`config.mk`:
```
export PLATFORM = sky130hd
export DESIGN_NAME = gshare_branch_predictor
export DESIGN_NICKNAME = d
export VERILOG_FILES = /design/src/rtl/gshare_branch_predictor.sv
export SDC_FILE = /design/constraint.sdc
export NUM_CORES = 1
export LEC_CHECK = 0
export CAP_MARGIN = 20
export CORE_MARGIN = 2
export CORE_UTILIZATION = 44
export DETAILED_ROUTE_END_ITERATION = 10
export PLACE_DENSITY = 0.75
export SYNTH_ARGS = -nofsm -noshare
export SYNTH_HDL_FRONTEND = slang
export SYNTH_SLANG_ARGS = --single-unit
export TNS_END_PERCENT = 20
```
`constraint.sdc`:
```
create_clock -name clock -period 3.7 [get_ports clock]
set_input_delay 0.74 -clock clock [delete_from_list [all_inputs] [get_ports clock]]
set_output_delay 0.74 -clock clock [all_outputs]
set_load 0.02 [all_outputs]
```
`src/rtl/gshare_branch_predictor.sv`:
```
// Gshare branch direction predictor: PC XOR speculative global history indexes a
// flop array of saturating counters; execute trains it and restores history on mispredict.
module gshare_branch_predictor #(
  parameter int INDEX_BITS = 6,
  parameter int HIST_BITS  = 6,
  parameter int CTR_BITS   = 2,
  parameter int PC_LSB     = 0
) (
  input  logic                  clock,
  input  logic                  reset,
  input  logic                  pred_valid,
  input  logic [31:0]           pred_pc,
  output logic                  pred_taken,
  output logic [INDEX_BITS-1:0] pred_index,
  output logic [HIST_BITS-1:0]  pred_ghr,
  input  logic                  upd_valid,
  input  logic [INDEX_BITS-1:0] upd_index,
  input  logic [HIST_BITS-1:0]  upd_ghr,
  input  logic                  upd_taken,
  input  logic                  upd_mispredict,
  output logic [31:0]           lookup_count,
  output logic [31:0]           mispredict_count
);

  localparam int                  ENTRIES  = 1 << INDEX_BITS;
  localparam logic [CTR_BITS-1:0] CTR_MAX  = {CTR_BITS{1'b1}};
  localparam logic [CTR_BITS-1:0] CTR_MIN  = {CTR_BITS{1'b0}};
  localparam logic [CTR_BITS-1:0] CTR_INIT = CTR_MAX >> 1;
  localparam logic [31:0]         PERF_MAX = 32'hFFFF_FFFF;

  logic [CTR_BITS-1:0]   ctrTable_r [ENTRIES];
  logic [HIST_BITS-1:0]  ghr_r;
  logic [HIST_BITS-1:0]  ghrNext_s;
  logic [INDEX_BITS-1:0] predIdx_s;
  logic [31:0]           lookupCount_r;
  logic [31:0]           mispCount_r;
  logic                  restore_s;
  logic                  unusedBits_s;

  // Saturating up/down step of one direction counter.
  function automatic logic [CTR_BITS-1:0] trainCtr(input logic [CTR_BITS-1:0] cur,
                                                   input logic              taken);
    logic [CTR_BITS-1:0] nxt;
    if (taken) begin
      nxt = (cur == CTR_MAX) ? cur : cur + CTR_BITS'(1);
    end else begin
      nxt = (cur == CTR_MIN) ? cur : cur - CTR_BITS'(1);
    end
    return nxt;
  endfunction

  // Shift a new outcome into a history; the truncating cast also covers HIST_BITS = 1.
  function automatic logic [HIST_BITS-1:0] shiftHist(input logic [HIST_BITS-1:0] hist,
                                                     input logic                 newBit);
    return HIST_BITS'({hist, newBit});
  endfunction

  assign predIdx_s    = pred_pc[PC_LSB +: INDEX_BITS] ^ INDEX_BITS'(ghr_r);
  assign pred_index   = predIdx_s;
  assign pred_ghr     = ghr_r;
  assign pred_taken   = ctrTable_r[predIdx_s][CTR_BITS-1];
  assign restore_s    = upd_valid & upd_mispredict;
  assign unusedBits_s = ^{pred_pc, upd_ghr};

  assign lookup_count     = lookupCount_r;
  assign mispredict_count = mispCount_r;

  // Next history: a resolved mispredict wins over the (wrong-path) speculative shift.
  always_comb begin
    ghrNext_s = ghr_r;
    if (restore_s) begin
      ghrNext_s = shiftHist(upd_ghr, upd_taken);
    end else if (pred_valid) begin
      ghrNext_s = shiftHist(ghr_r, pred_taken);
    end else begin
      ghrNext_s = ghr_r;
    end
  end

  // Global history register.
  always_ff @(posedge clock) begin
    if (reset) begin
      ghr_r <= {HIST_BITS{1'b0}};
    end else begin
      ghr_r <= ghrNext_s;
    end
  end

  // Counter table: whole array returns to weakly not-taken in one cycle.
  always_ff @(posedge clock) begin
    if (reset) begin
      for (int i = 0; i < ENTRIES; i++) begin
        ctrTable_r[i] <= CTR_INIT;
      end
    end else if (upd_valid) begin
      ctrTable_r[upd_index] <= trainCtr(ctrTable_r[upd_index], upd_taken);
    end
  end

  // Saturating debug performance counters.
  always_ff @(posedge clock) begin
    if (reset) begin
      lookupCount_r <= 32'd0;
      mispCount_r   <= 32'd0;
    end else begin
      if (pred_valid && (lookupCount_r != PERF_MAX)) begin
        lookupCount_r <= lookupCount_r + 32'd1;
      end
      if (restore_s && (mispCount_r != PERF_MAX)) begin
        mispCount_r <= mispCount_r + 32'd1;
      end
    end
  end

endmodule

```
### Word-level counts from Yosys, hierarchy flattened

Memories as Yosys holds them, arrays and structs flattened.
Cells that the tools add are included.

| storage, ports and cells | value |
|---|---|
| flip-flop bits (word level) | 70 |
| bits in writable memories | 128 |
| input bits | 50 |
| output and inout port bits | 77 |
| logic and storage cells | 33 |
| memories | 1 |

| cells by class | value |
|---|---|
| $add $sub $neg | 4 |
| eq/ne operators | 3 |
| mux-type cells | 15 |
| bitwise gates (word level) | 2 |
| reductions and logical operators | 5 |

Memories:

| memory | depth | width | rd ports | clocked after memory_dff | wr ports | line | source |
|---|---|---|---|---|---|---|---|
| ctrTable_r | 64 | 2 | 2 | 0 | 64 | 31 | `logic [CTR_BITS-1:0] ctrTable_r [ENTRIES];` |

Operator list:

| kind | number |
|---|---|
| $add 32x1->32 const B | 2 |
| $ne 32x32->1 const B | 2 |
| $mux 6 | 3 |
| $mux 2 | 6 |
| $mux 1 | 6 |
| $xor 6x6->6 | 1 |
| $add 2x1->2 const B | 1 |
| $eq 2x2->1 const B | 1 |
| $logic_and 1x1->1 | 2 |
| $logic_not 2->1 | 1 |
| $reduce_bool 2->1 | 1 |
| $reduce_or 2->1 | 1 |
| $sub 2x1->2 const B | 1 |
| $and 1x1->1 | 1 |

### Depth between registers and ports, before layout

An unclocked memory read counts as a cell.

| logic depth | value |
|---|---|
| depth in word-level cells | 7 |
| mapped depth | 12 |
| gate-level depth less buffers | 8 |

### Worst setup path before layout

Ideal clock, no wire load.

| timing path | value |
|---|---|
| path type | input -> output |
| start | input port pred_pc[0] |
| end | output port pred_taken |
| arrival | 2842 ps |
| data required time | 2960 ps |
| setup slack | 118 ps |
| stages | 7 |
| path buffers | 1 |
| cells stage by stage | xor2_1 > buf_4 > mux4_2 > a22oi_1 > nand2_1 > a21oi_1 > mux2i_1 |

| between the ends | value |
|---|---|
| longest elaborated chain between the ends | 2 |

Ends and longest elaborated chain:

| item | line | source |
|---|---|---|
| from (decl) | 12 | `input logic [31:0] pred_pc,` |
| $xor 6x6->6 | 58 | `assign predIdx_s = pred_pc[PC_LSB +: INDEX_BITS] ^ INDEX_BITS'(ghr_r);` |
| named net pred_index[0] | 14 | `output logic [INDEX_BITS-1:0] pred_index,` |
| $mem_v2 64x2 | - |  |
| to (decl) | 13 | `output logic pred_taken,` |

The timed path passes the listed nets, and every way through them passes these cells.

### Worst setup path in the final report

| timing path | value |
|---|---|
| start | input port pred_pc[0] |
| end | output port pred_taken |

| between the ends | value |
|---|---|
| longest elaborated chain between the ends | 2 |

Ends and longest elaborated chain:

| item | line |
|---|---|
| $xor 6x6->6 | 58 |
| $mem_v2 64x2 | - |

Every way passes these cells.

==> results.tsv <==
metric	value	unit
Clock Skew	9.81	ps
Worst setup SP type	input pin	
Mean Syn Cell Area	10.3	um2
maximum vdd ir drop	0.290	mV
Crit Path Class	input pin to primary output	
Syn Inst Count	1014	
Max H-tree Level	4	
vias in the first global route	8145	
# diodes	0	
Setup Buffers After CTS	0	
Max clock buf depth	2	
final core utilization	54.4	%
# DRC	0	
# Max-Cap Violations	0	
Yosys warning total	0	
WL/cell	19.6	um
Max-slew headroom	39.7	%
RD Place Congestion	0.941	
PwrDens	392	nW/um2
Period minus WS final	3590	ps
CTS Hold Bufs	0	
worst-path fanout max	6	
CTS Sinks	198	
Setup WS post-layout	110	ps
status	finished, final reports clean	
I/O pin total	127	
data required time of the critical path	2960	ps
Starting Density	44.7	%
Core Region	23300	um2
Via density	5.88	
Routed WL	28500	um
TritonCTS buffer count	17	
placed insts	1423	
Port Buffers	99	
Critical Path AT	2850	ps
Tcrit/Tclk final	97.0	%
Detail Placement HPWL	20100	um
CP Capture Type	primary output	
DR vias	8560	
ratio of cells with drive above 1 in the final layout	16.3	%
sequential fraction of the synthesis area	50.3	%
first-pass GRT wire length	44300	um
Max Fclk	0.279	GHz
Final Max Tran Viols	0	
Overflow after GRT	0	
Placement Setup Slack	-471	ps
Final nets	1176	
CTS tree	done	
Routed Antenna Nets	0	
gr usage total	23.3	%
Top FF cell, synth	edfxtp_1	
Finished Layout Cells	1456	
Worst-Skew Late Latency	440	ps
final hold vios	0	
area delta synth->final	21.8	%
Die Area	24900	um2
P_leak	0.00406	uW
number of placement rows	56	
Die X	158	um
count of different cell masters after synthesis	63	
# setup viols final	0	
synthesized area	10400	um2
DR pass1 iterations	6	
largest net degree at the start of global routing	71	
CTS Root Cell	clkbuf_16	
setup_tns	0	ps
EDFF count, synth	128	
initial antenna violation count	0	
RSZ-0062 raised after global routing	false	
Least-Margin Pin Slew	898	ps
Async S/R FF share, synth	0	%
Post-Syn Nets	1066	
clock-pin slew on the worst setup and hold paths	80	ps
min-delay worst type	register to register	
Iteration-0 DRC Markers	932	
Chip Height	158	um
filler instances	1970	
Seq cells post-synth	198	
WHS	503	ps
worst max-delay path, cell delays in order:
cell	delay, ps
clkdlybuf4s15_1	250
xor2_4	260
bufbuf_16	320
mux4_2	500
a22oi_1	220
nand2_1	80
a21oi_1	180
mux2i_2	120
buf_2	190
through the flow:
stage | total power, uW | cell area (um2)
after global routing | 5140 | 12700
after global placement | 3160 | 12100
after detailed placement | 3170 | 12100
final | 4980 | 12700
after floorplan | 2890 | 10400
after CTS | 4980 | 12700
cell families (layout without fill, tap and decap cells):
kind of cell,Yosys count,count (layout),share of synthesized area (%)
and+or+nand+nor,469,469,22.7
DFF,198,198,50.3
AOI/OAI and AO/OA,127,127,7.51
buffers and inverters,97,220,4.47
muxes,65,65,10.0
xor gates and xnor gates,54,54,4.54
adders and majority gates,4,4,0.444
area by class of cell:
| type | instances | area [um2] | share of cell area (%) |
|---|---|---|---|
| multi-input combinational | 719 | 4750 | 37.4 |
| clock inverter | 14 | 129 | 1.02 |
| tap | 319 | 399 | 3.15 |
| timing repair buffer | 173 | 1660 | 13.1 |
| clock buffer | 18 | 450 | 3.55 |
| inverter | 15 | 56.3 | 0.444 |
| sequential | 198 | 5250 | 41.3 |
synth_stat cells, drive strengths merged, types with 4 or more instances:
cell    instances  area share [%]
a211oi          6            0.43
a21oi          27             1.3
a221oi          5            0.54
a22oi          10            0.72
and2            4            0.24
and3           11            0.66
and4           11            0.92
buf            31             2.1
clkbuf         51             1.8
dfxtp          70              13
edfxtp        128              37
inv            13            0.47
mux2            6            0.72
mux2i          29             2.8
mux4           30             6.5
nand2         113             4.1
nand2b          5            0.30
nand3          61             3.9
nand3b          7            0.50
nand4          37             2.2
nor2          128             4.6
nor3           52             2.5
nor3b           4            0.29
nor4            4            0.30
o21ai          52             2.5
o22ai           8            0.48
or3            16            0.96
or3b            5            0.42
xnor2          33             2.8
xor2           21             1.8
state kept, by name, indices dropped and copies added, names as in the netlist:
| signal | cells |
|---|---|
| ctrTable_r | 128 |
| lookup_count | 32 |
| mispredict_count | 32 |
| pred_ghr | 6 |
where the power goes:
group	leakage, uW	total [uW]	switching [uW]	internal (uW)
Combinational	0.00210	730	417	313
Clock	0.000291	1830	893	933
Sequential	0.00168	2420	38.5	2380
repair_timing:
item,4_1_cts,5_1_grt
pin swaps,0,0
resized for setup,5,3
cloned,1,0
setup endpoints to repair,1,1
hold endpoints to repair,0,0
layer usage:
layer / vias to the layer above / part of all wire, % / global-route usage (%)
met1: 4089 / 39 / 30.9
li1: 3930 / - / -
met4: 0 / 2.9 / 9.00
met2: 471 / 48 / 37.6
met3: 70 / 10 / 4.82
met5: - / 0 / 0
placed cells by master (no fill, tap or decap), types with 12 or more instances in the layout:
cell	Yosys	final
nand4_1	37	37
xor2_1	21	19
clkbuf_16	0	18
o21ai_0	51	51
nand2_1	113	113
buf_4	4	64
a21oi_1	27	27
nand3_1	41	41
clkdlybuf4s50_1	0	93
xnor2_1	33	33
edfxtp_1	128	128
inv_1	13	12
dfxtp_1	70	70
mux4_2	29	29
mux2i_1	29	28
or3_1	16	16
nand3_2	20	20
nor2_1	128	128
nor3_1	52	51
path summary, 6_finish.rpt:
kind	slack, ps	to	startpoint	cells after the start
hold / removal	500	mispredict_count[24]$_SDFFE_PP0P_	mispredict_count[24]$_SDFFE_PP0P_	2
hold reg to reg	500	mispredict_count[24]$_SDFFE_PP0P_	mispredict_count[24]$_SDFFE_PP0P_	2
setup reg to reg	920	ctrTable_r[45][0]$_SDFFCE_PN1P_	ctrTable_r[52][0]$_SDFFCE_PN1P_	8
setup / recovery	110	pred_taken	pred_pc[0]	9
Power figures use the tool's default switching activity.
